$ cat src/rtl/div.sv
// Sequential restoring signed divider that produces one quotient bit per clock.
// The quotient truncates toward zero and the remainder takes the sign of the dividend.
module div #(
  parameter int DIVIDEND_W = 24,
  parameter int DIVISOR_W  = 16
) (
  input  logic                  clk_i,
  input  logic                  rst_i,
  input  logic                  start_i,
  input  logic [DIVIDEND_W-1:0] op_a_i,
  input  logic [DIVISOR_W-1:0]  op_b_i,
  output logic                  ready_o,
  output logic [DIVIDEND_W-1:0] quot_o,
  output logic [DIVISOR_W-1:0]  rem_o,
  output logic                  dbz_o
);

  localparam int CNT_W = $clog2(DIVIDEND_W + 1);

  localparam logic [0:0] S_IDLE = 1'b0;
  localparam logic [0:0] S_RUN  = 1'b1;

  logic [0:0]            r_state;
  logic [DIVIDEND_W-1:0] r_q;
  logic [DIVISOR_W:0]    r_r;
  logic [DIVISOR_W-1:0]  r_b;
  logic [CNT_W-1:0]      r_cnt;
  logic                  r_neg_q;
  logic                  r_neg_r;
  logic                  r_dbz;

  logic [DIVIDEND_W-1:0] w_a_mag;
  logic [DIVISOR_W-1:0]  w_b_mag;
  logic [DIVISOR_W:0]    w_t;
  logic [DIVISOR_W:0]    w_sub;
  logic                  w_ge;
  logic                  w_b_zero;
  logic                  w_last;
  logic [DIVIDEND_W-1:0] w_quot_neg;
  logic [DIVISOR_W-1:0]  w_rem_neg;
  logic                  w_unused;

  // Magnitudes are unsigned, so the most-negative operands are representable.
  assign w_a_mag  = op_a_i[DIVIDEND_W-1] ? (~op_a_i + DIVIDEND_W'(1)) : op_a_i;
  assign w_b_mag  = op_b_i[DIVISOR_W-1]  ? (~op_b_i + DIVISOR_W'(1))  : op_b_i;
  assign w_b_zero = (op_b_i == '0);

  assign w_t    = {r_r[DIVISOR_W-1:0], r_q[DIVIDEND_W-1]};
  assign w_ge   = (w_t >= {1'b0, r_b});
  assign w_sub  = w_t - {1'b0, r_b};
  assign w_last = (r_cnt == CNT_W'(DIVIDEND_W - 1));

  // The partial remainder always ends a step below |b|, so its top bit stays clear.
  assign w_unused = r_r[DIVISOR_W];

  assign w_quot_neg = ~r_q + DIVIDEND_W'(1);
  assign w_rem_neg  = ~r_r[DIVISOR_W-1:0] + DIVISOR_W'(1);

  assign ready_o = (r_state == S_IDLE);
  assign quot_o  = r_neg_q ? w_quot_neg : r_q;
  assign rem_o   = r_neg_r ? w_rem_neg : r_r[DIVISOR_W-1:0];
  assign dbz_o   = r_dbz;

  always_ff @(posedge clk_i or posedge rst_i) begin
    if (rst_i) begin
      r_state <= S_IDLE;
      r_q     <= '0;
      r_r     <= '0;
      r_b     <= '0;
      r_cnt   <= '0;
      r_neg_q <= 1'b0;
      r_neg_r <= 1'b0;
      r_dbz   <= 1'b0;
    end else begin
      case (r_state)
        S_IDLE: begin
          if (start_i) begin
            r_r   <= '0;
            r_cnt <= '0;
            if (w_b_zero) begin
              // Saturate toward the dividend's sign; signs are stored unflipped.
              r_dbz   <= 1'b1;
              r_neg_q <= 1'b0;
              r_neg_r <= 1'b0;
              r_q     <= op_a_i[DIVIDEND_W-1] ? {1'b1, {(DIVIDEND_W-1){1'b0}}}
                                              : {1'b0, {(DIVIDEND_W-1){1'b1}}};
            end else begin
              r_dbz   <= 1'b0;
              r_neg_q <= op_a_i[DIVIDEND_W-1] ^ op_b_i[DIVISOR_W-1];
              r_neg_r <= op_a_i[DIVIDEND_W-1];
              r_q     <= w_a_mag;
              r_b     <= w_b_mag;
              r_state <= S_RUN;
            end
          end
        end
        S_RUN: begin
          r_r   <= w_ge ? w_sub : w_t;
          r_q   <= {r_q[DIVIDEND_W-2:0], w_ge};
          r_cnt <= r_cnt + CNT_W'(1);
          if (w_last) begin
            r_state <= S_IDLE;
          end
        end
        default: r_state <= S_IDLE;
      endcase
    end
  end

endmodule

$ cat config.mk
export PLATFORM = sky130hd
export DESIGN_NAME = div
export DESIGN_NICKNAME = d
export VERILOG_FILES = /design/src/rtl/div.sv
export SDC_FILE = /design/constraint.sdc
export NUM_CORES = 1
export LEC_CHECK = 0
export CORE_MARGIN = 3
export CORE_UTILIZATION = 45
export CTS_CLUSTER_DIAMETER = 150
export CTS_CLUSTER_SIZE = 40
export DETAILED_ROUTE_END_ITERATION = 6
export GPL_TIMING_DRIVEN = 0
export PLACE_DENSITY = 0.82
export SKIP_LAST_GASP = 1
export SLEW_MARGIN = 25
export SYNTH_ARGS = -nofsm -noshare
export SYNTH_HDL_FRONTEND = slang
export SYNTH_SLANG_ARGS = --single-unit
$ cat constraint.sdc
create_clock -name clk_i -period 2.55 [get_ports clk_i]
set_clock_uncertainty 0.1 [all_clocks]
set_input_delay 0.255 -clock clk_i [delete_from_list [all_inputs] [get_ports clk_i]]
set_output_delay 0.255 -clock clk_i [all_outputs]
set_load 0.01 [all_outputs]
==> results of run 1 <==
[cells in the mapped netlist, types with 8 or more instances]
cell | number | area share, %
nand2_1 | 74 | 5.1
dfrtp_1 | 65 | 30
xor2_1 | 14 | 2.2
ha_1 | 21 | 4.8
a21oi_1 | 42 | 3.8
o21a_1 | 9 | 1.2
clkbuf_1 | 33 | 2.3
xnor2_1 | 48 | 7.7
o31ai_1 | 18 | 2.5
mux2i_1 | 14 | 2.6
nor2_1 | 58 | 4.0
or3_1 | 8 | 0.92
and3_1 | 12 | 1.4
nand2b_1 | 13 | 1.5
o21ai_0 | 57 | 5.2
nor3_1 | 20 | 1.8
nor4_1 | 11 | 1.3
or4_1 | 9 | 1.2
nand3_1 | 13 | 1.2
inv_1 | 33 | 2.3
o41ai_1 | 14 | 2.2
[layer usage]
metal,vias up,wire [um],global-route usage (%)
met5,-,0,0
met3,79,1830,4.97
met2,414,9260,43.8
met1,2966,7500,35.2
met4,0,804,8.74
li1,2820,-,-
[worst max-delay path, cell delays in order (launching register included)]
cell and delay [ps]:
dfrtp_2 440, nor3_4 190, nand2_1 90, or3_4 340, or4_4 470, buf_6 150
o31ai_4 180, xnor2_1 130, buf_2 150
[where the power goes]
| group | switching (mW) | total [mW] | internal [mW] |
|---|---|---|---|
| logic | 3.97 | 7.64 | 3.66 |
| clock network | 0.492 | 1.28 | 0.784 |
| registers | 0.775 | 2.35 | 1.57 |
| total | 5.24 | 11.3 | 6.02 |
[sequential cells by signal, summed over array words and instances (netlist names)]
name     flops
r_state      1
r_b         16
r_neg_q      1
r_cnt        5
r_q         24
dbz_o        1
r_r         16
r_neg_r      1
[final timing paths]
check	to	slack [ps]	depth (start not counted)
min	r_q[23]	70	2
max	rem_o[15]	-290	8
max in group asynchronous	r_r[2]	1730	3
max reg2reg	r_r[7]	-160	11
min reg2reg	r_b[10]	390	2
min in group clk_i	r_b[7]	290	4
[final cells by class]
class | instances | area, um2
inverters | 34 | 130
clock inverters | 6 | 67.6
well taps | 143 | 179
clock buffers | 10 | 239
flip-flops and latches | 65 | 1640
plain buffers | 34 | 174
multi-input cells | 551 | 4090
repair buffers | 134 | 1170
fillers | 891 | 3970
[logic make-up after synthesis]
logic type	Yosys count
xor gates and xnor gates	62
AOI/OAI and AO/OA	213
DFF	65
muxes	14
buffers and inverters	72
adders and majority gates	22
and+or+nand+nor	240
[per-stage QoR]
step	utilization, %	hold slack [ps]	instances	setup TNS (ps)	area [um2]
floorplan	-	343	688	0	5470
global placement	55.5	365	913	-70420	6470
detailed placement	55.7	368	914	-36970	6500
CTS	62.0	80.0	950	-1400	7240
global route	66.0	114	977	-5560	7690
finish	66.0	73.0	977	-3010	7690
[timing repair]
action / CTS / global route
gates resized for setup: 132 / 98
pin swaps: 14 / 28
setup endpoints to repair: 83 / 74
buffers inserted: 22 / 30
==> impl_metrics.toml, run 1 <==
[global_route]
grt_pass1_vias = 5636
antenna_found_initial = 0
grt_max_degree = 56
grt_usage_pct = 26.5
grt_overflow = 0
grt_pass1_wl_um = 28400

[run_status]
violations = "negative setup slack"
status = "finished with violations"

[cts]
ctsHoldBuffers = 0
cts_made_buffers = 9
clk_path_buf_depth = 2
clock_latency_ps = 340
cts_tree = "yes"
clk_pin_slew_ps = 60
cts_sinks = 65
htreeDepth = 3
cts-root-buf = "clkbuf_16"

[timing]
clock.fmax_mhz = 353
hold_viol_final = 0
fin_ws_ps = -286
relSlewSlack_pct = 59.0
finalCritPeriodShare_pct = 111
finalCriticalPeriod_ps = 2840
drv_slew = 0
finalSetupViolCount = 25
rsz0062_at_grt = "true"
worstMarginPinSlew_ps = 600

[cells_and_area]
nets = 894
antenna_cells = 0
layout-drive-gt1-share_pct = 24.1
final_common_cell = "nand2_1"
area_growth_pct = 40.8
final_cell_mix = "nand2_1, nor2_1, dfrtp_1"

[flow_run]
cap_violations = 0

[drt]
drc = 0
dr.pass1.iters = 5
vias = 6279
wl_per_cell_um = 19.9
initialDrtViolationCount = 660
vias_per_cell = 6.43
postRouteAntennaNets = 0
drt-total-wl_um = 19400

[placed_design]
dp_hpwl_um = 12600
post-place-ws_ps = -913
globalplace.congestion = 0.952
portBuffers = 82

[power]
peakVddDrop_uv = 611
p_leak_nw = 3.15
power_mw = 11.3
powerDensity_mw_per_mm2 = 1460

[critical_path]
crit_start = "r_r[0]"
criticalPathCategory = "register to output pin"
r2r-start = "r_r[1]"
end_kind = "output pin"
critPathRequiredTime_ps = 2190
cp-start-kind = "register"
worstPathMaxFanout = 3
worst_ep_arrival_time_ps = 2480

[yosys]
synthMuxAreaShare_pct = 2.56
synth-compound-area-share_pct = 25.9
synth_nets = 753
synth_seq_area_share_pct = 29.8
async_reset_ff_share_pct = 100
synth_adder_area_share_pct = 5.17
syn_area_per_cell_um2 = 7.94
ys_warn_count = 0
synth_edf_count = 0
synthXorXnorAreaFrac_pct = 9.94
synthSimpleGateAreaFrac_pct = 21.5
synth_top_family_by_area = "compound AO/OA/AOI/OAI gates"
synthesis.area_mm2 = 0.00547
synth_top_flop_cell = "dfrtp_1"
ys_types = 62
syn_inst = 688
ys_ff_latch = 65

[die]
rows = 39
core_mm2 = 0.0117
start_util_pct = 46.9
die_area_mm2 = 0.0135
ios = 85
dieWidth_um = 116
die_h_um = 116

[min_path]
worst_hold_path_type = "input pin to asynchronous set/reset pin"
No activity file was read; power rests on OpenSTA's default activity.
==> inputs of run 2 (changes only) <==
--- a/config.mk
+++ b/config.mk
@@ -10,8 +10,10 @@
 export CTS_CLUSTER_DIAMETER = 150
 export CTS_CLUSTER_SIZE = 40
 export DETAILED_ROUTE_END_ITERATION = 6
+export DONT_BUFFER_PORTS = 1
 export GPL_TIMING_DRIVEN = 0
-export PLACE_DENSITY = 0.82
+export PLACE_DENSITY = 0.73
+export SETUP_SLACK_MARGIN = 0.1
 export SKIP_LAST_GASP = 1
 export SLEW_MARGIN = 25
 export SYNTH_ARGS = -nofsm -noshare
==> run 2 against run 1 <==
Net effect:
- core utilization fell by 6.6 points
- critical endpoint is now rem_o[13]
- sequential cell count did not move
- non-clock buffer count fell by 96
- hold slack got worse by 53 ps
- the run ends with design-rule violations, negative setup slack left
==> impl_metrics.toml, run 2 (same netlist as run 1, synthesis figures left out) <==
[cts]
cts_sinks = 65
cts_made_buffers = 9
cts_tree = "yes"
clk_path_buf_depth = 2
cts-root-buf = "clkbuf_16"
clock_latency_ps = 340
clk_pin_slew_ps = 60
htreeDepth = 3

[drt]
drt-total-wl_um = 19000
vias_per_cell = 6.52
dr.pass1.iters = 7
postRouteAntennaNets = 0
vias = 5742
initialDrtViolationCount = 439
wl_per_cell_um = 21.5
drc = 4

[die]
die_h_um = 116
dieWidth_um = 116
ios = 85
rows = 39
die_area_mm2 = 0.0135
start_util_pct = 46.9
core_mm2 = 0.0117

[timing]
rsz0062_at_grt = "true"
worstMarginPinSlew_ps = 786
relSlewSlack_pct = 47.1
clock.fmax_mhz = 375
drv_slew = 0
fin_ws_ps = -118
finalSetupViolCount = 20
finalCriticalPeriod_ps = 2670
hold_viol_final = 0
finalCritPeriodShare_pct = 105

[critical_path]
cp_cell_sequence = "nor3_4 -> nand2_1 -> or3_4 -> or4_4 -> o41ai_4 -> xnor2_2"
r2r-start = "r_r[0]"
worstPathMaxFanout = 3
critPathRequiredTime_ps = 2190
cp-start-kind = "register"
critPathSlowestCell = "or4_4"
reg2reg_depth = 9
criticalPathCategory = "register to output pin"
rr_endpoint = "r_r[0]"
end_kind = "output pin"
cpPeakStageDelay_ps = 460
worst_ep_arrival_time_ps = 2310
r2r_slack_ps = -100

[placed_design]
globalplace.congestion = 0.933
post-place-ws_ps = -485
dp.cells = 832
post_dp_cell_area_mm2 = 0.00569
dp_hpwl_um = 13000
portBuffers = 0

[global_route]
grt_usage_pct = 27.5
grt_pass1_vias = 5474
grt_max_degree = 51
grt_pass1_wl_um = 29100
grt_overflow = 0
antenna_found_initial = 0

[cells_and_area]
nets = 798
area_growth_pct = 26.6
layoutNonFillerInstCount = 881
antenna_cells = 0
reg_top3 = "r_q: 24 flops, r_b: 16 flops, r_r: 16 flops"
utilization_pct = 59.3
largest_reg_flops = 24
top_register = "r_q"
final_area_mm2 = 0.00692
layout-drive-gt1-share_pct = 22.6
final_cell_mix = "nand2_1, o21ai_0, nor2_1"
final_common_cell = "nand2_1"
fillers = 986

[min_path]
holdCritStartpoint = "op_b_i[6]"
whs_endpoint = "r_b[6]"
worst_hold_path_type = "input pin to register"
holdPathStages = 2

[power]
peakVddDrop_uv = 622
p_leak_nw = 2.72
powerDensity_mw_per_mm2 = 1540

[flow_run]
cap_violations = 0

[run_status]
violations = "design-rule violations, negative setup slack"
status = "finished with violations"
[run 2: cell count changes in the layout (fill, tap and decap cells not counted), moves of 6 or more]
cell             previous run  this run
clkdlybuf4s50_1            50         0
buf_4                      47        30
dlygate4sd2_1              12         0
clkbuf_2                   13         5
buf_2                       9         2
xnor2_1                    47        40
xnor2_2                     1         8
clkbuf_1                   17        23
[run 2: what timing repair did]
item | 4_1_cts | 5_1_grt
gates resized for setup | 77 | 63
endpoints found under the hold margin | 65 | 0
buffers inserted | 20 | 11
pin swaps | 25 | 17
hold buffers | 1 | 0
cloned | 1 | 1
setup endpoints to repair | 60 | 61
[run 2: worst max-delay path: cells and delay by family (launching register included)]
family,cells,cell delay (ps)
compound gates,1,270
flops,1,440
simple gates,4,1080
xor+xnor,1,180
[run 2: area by class of cell]
class                           instances  area [um2]  area share (%)
Buffer                                 37         176            2.55
Clock buffer                           11         253            3.65
Clock inverter                          5        77.6            1.12
Inverter                               34         133            1.92
Multi-Input combinational cell        551        4140            59.8
Sequential cell                        65        1640            23.8
Tap cell                              143         179            2.59
Timing Repair Buffer                   35         320            4.63
[run 2: report_power, final]
group	total [mW]	internal [mW]	leakage (nW)	switching, mW
Clock	1.39	0.906	0.162	0.486
Combinational	6.91	3.04	1.80	3.86
Sequential	2.37	1.58	0.764	0.797
[run 2: through the flow]
step | hold slack [ps] | total power, mW | TNS [ps]
3_3_place_gp | 361 | 7.09 | -15570
5_1_grt | 36.4 | 11.3 | -2360
3_5_place_dp | -24.1 | 7.28 | -15200
6_report | 20.2 | 10.7 | -1060
2_1_floorplan | 328 | 6.05 | 0
4_1_cts | 16.5 | 9.73 | -386
[run 2: per-layer routing]
layer	wire length [um]	track usage [%]	part of all wire (%)	vias to the layer above
met5	0	0	0	-
met4	694	11.6	3.7	0
met3	1750	5.49	9.2	52
met2	8780	43.4	46	321
met1	7740	36.9	41	2757
li1	-	-	-	2612
[run 2: worst max path at each step]
stage	startpoint	end	slack [ps]	cells after the start
after global placement	op_b_i[3]	r_q[21]	-430	7
after CTS	r_r[2]	rem_o[13]	-200	6
final	r_r[2]	rem_o[13]	-120	6
after global routing	r_r[2]	rem_o[13]	-230	6
after detailed placement	op_b_i[3]	r_q[19]	-480	7
after floorplan	op_a_i[8]	r_q[20]	90	6
==> inputs of run 3 (changes only) <==
--- a/config.mk
+++ b/config.mk
@@ -5,6 +5,7 @@
 export SDC_FILE = /design/constraint.sdc
 export NUM_CORES = 1
 export LEC_CHECK = 0
+export CORE_ASPECT_RATIO = 0.6
 export CORE_MARGIN = 3
 export CORE_UTILIZATION = 45
 export CTS_CLUSTER_DIAMETER = 150
==> run 3 against run 2 <==
Net effect:
- the run ends with negative setup slack left
- final cell count rose by 3.4%
- via count rose by 6.0%
- critical path depth rose by 4
- combinational power rose by 0.7%
- clock power fell by 11%
- global-route usage rose by 0.83 points
- setup slack got worse by 98 ps
- core utilization rose by 0.90 points
- sequential power barely moved
- non-clock buffer count rose by 13
- first-iteration DRC count rose by 59%
- critical path type is now register to register
- critical endpoint is now r_r[6]
- largest cell class unchanged
- highest routed layer unchanged
==> impl_metrics.toml, run 3 (same netlist as run 1, synthesis figures left out) <==
[critical_path]
cp-start-kind = "register"
critPathRequiredTime_ps = 2640
criticalPathCategory = "register to register"
worst_ep_arrival_time_ps = 2850
end_kind = "register"
worstPathMaxFanout = 5

[die]
die_h_um = 91.4
ios = 85
dieWidth_um = 148
start_util_pct = 47.3
core_mm2 = 0.0116
die_area_mm2 = 0.0135
rows = 30

[timing]
fin_ws_ps = -216
worstMarginPinSlew_ps = 874
finalCritPeriodShare_pct = 108
hold_viol_final = 0
clock.fmax_mhz = 362
setup_tns_ps = -2630
relSlewSlack_pct = 41.2
drv_slew = 0
rsz0062_at_grt = "true"
finalCriticalPeriod_ps = 2770
finalSetupViolCount = 22

[power]
peakVddDrop_uv = 628
p_leak_nw = 2.79
powerDensity_mw_per_mm2 = 1520

[min_path]
worst_hold_path_type = "input pin to register"

[drt]
initialDrtViolationCount = 698
postRouteAntennaNets = 0
vias_per_cell = 6.68
wl_per_cell_um = 22.1
drc = 0
vias = 6088
dr.pass1.iters = 6
drt-total-wl_um = 20200

[global_route]
grt_overflow = 0
grt_pass1_wl_um = 30500
antenna_found_initial = 0
use_met3_pct = 9.58
grt_util_met1_pct = 42.9
grt_max_degree = 36
busiest_layer = "met1"
grt_usage_pct = 28.3
grt_pass1_vias = 5472
grtUsageMet2_pct = 38.4

[cts]
cts_sinks = 65
clk_path_buf_depth = 2
cts_made_buffers = 9
cts-root-buf = "clkbuf_16"
htreeDepth = 3
clock_latency_ps = 340
cts_tree = "yes"
clk_pin_slew_ps = 60

[placed_design]
globalplace.congestion = 0.983
portBuffers = 0
dp.cells = 849
post-place-ws_ps = -570
dp_hpwl_um = 14100

[cells_and_area]
utilization_pct = 60.2
final_common_cell = "nand2_1"
largest_reg_flops = 24
area_growth_pct = 27.4
layoutNonFillerInstCount = 911
reg_top3 = "r_q: 24 flops, r_b: 16 flops, r_r: 16 flops"
layout-drive-gt1-share_pct = 23.2
nets = 811
final_cell_mix = "nand2_1, dfrtp_1, nor2_1"
top_register = "r_q"
antenna_cells = 0

[run_status]
violations = "negative setup slack"
status = "finished with violations"

[flow_run]
cap_violations = 0
## run 3: cell count changes in the layout (fill, tap and decap cells not counted), moves of 3 or more
| cell | before | now |
|---|---|---|
| clkbuf_2 | 5 | 10 |
| o21ai_0 | 53 | 50 |
| a21oi_1 | 33 | 37 |
| a221oi_2 | 5 | 1 |
| a21oi_2 | 8 | 4 |
| a221oi_1 | 2 | 6 |
| buf_6 | 3 | 7 |
| buf_4 | 30 | 41 |
## run 3: timing repair
item | in CTS | in global routing
endpoints found under the hold margin | 34 | 0
setup endpoints to repair | 60 | 72
pin swaps | 24 | 19
hold buffers | 1 | 0
buffers inserted | 35 | 18
gates resized for setup | 84 | 61
gates cloned | 1 | 0
## run 3: cell type report
| cell class | instances | area [um2] |
|---|---|---|
| tap | 160 | 200 |
| inverter | 34 | 133 |
| fill | 1028 | 4600 |
| sequential | 65 | 1640 |
| timing repair buffer | 49 | 422 |
| clock inverter | 3 | 40.0 |
| buffer | 36 | 178 |
| multi-input combinational | 551 | 4100 |
| clock buffer | 13 | 250 |
## run 3: per-stage QoR
stage	power [mW]	instance area, um2	hold WS, ps
5_1_grt	11.1	6960	33.7
2_1_floorplan	6.05	5480	328
4_1_cts	9.65	6680	5.47
6_report	10.6	6960	11.6
3_5_place_dp	7.30	5710	82.2
3_3_place_gp	7.10	5680	346
## run 3: where the power goes
group	leakage [nW]	switching [mW]	internal (mW)
clock network	0.144	0.456	0.781
logic	1.88	3.93	3.03
registers	0.766	0.791	1.57
total	2.79	5.18	5.38
## run 3: critical path, stage by stage, from the launching register on
cell and delay [ps]:
dfrtp_2 440, buf_4 160, buf_4 160, ha_4 270, nand3b_1 170, a211oi_4 350
nor3_4 100, o31ai_4 320, clkbuf_8 230, mux2i_1 210, o22ai_1 100
## run 3: final timing paths
kind	start	endpoint	slack, ps	depth (start not counted)
max	r_r[0]	r_r[6]	-220	10
max reg2reg	r_r[0]	r_r[6]	-220	10
min in group asynchronous	rst_i	r_q[3]	330	2
max in group asynchronous	rst_i	r_r[10]	1470	3
min reg2reg	r_b[15]	r_b[15]	390	2
min	op_a_i[20]	r_q[20]	10	2
## run 3: per-layer routing
| metal | wire (um) | part of all wire, % |
|---|---|---|
| met4 | 378 | 1.9 |
| met3 | 2410 | 12 |
| met5 | 0 | 0 |
| met1 | 8910 | 44 |
| met2 | 8470 | 42 |
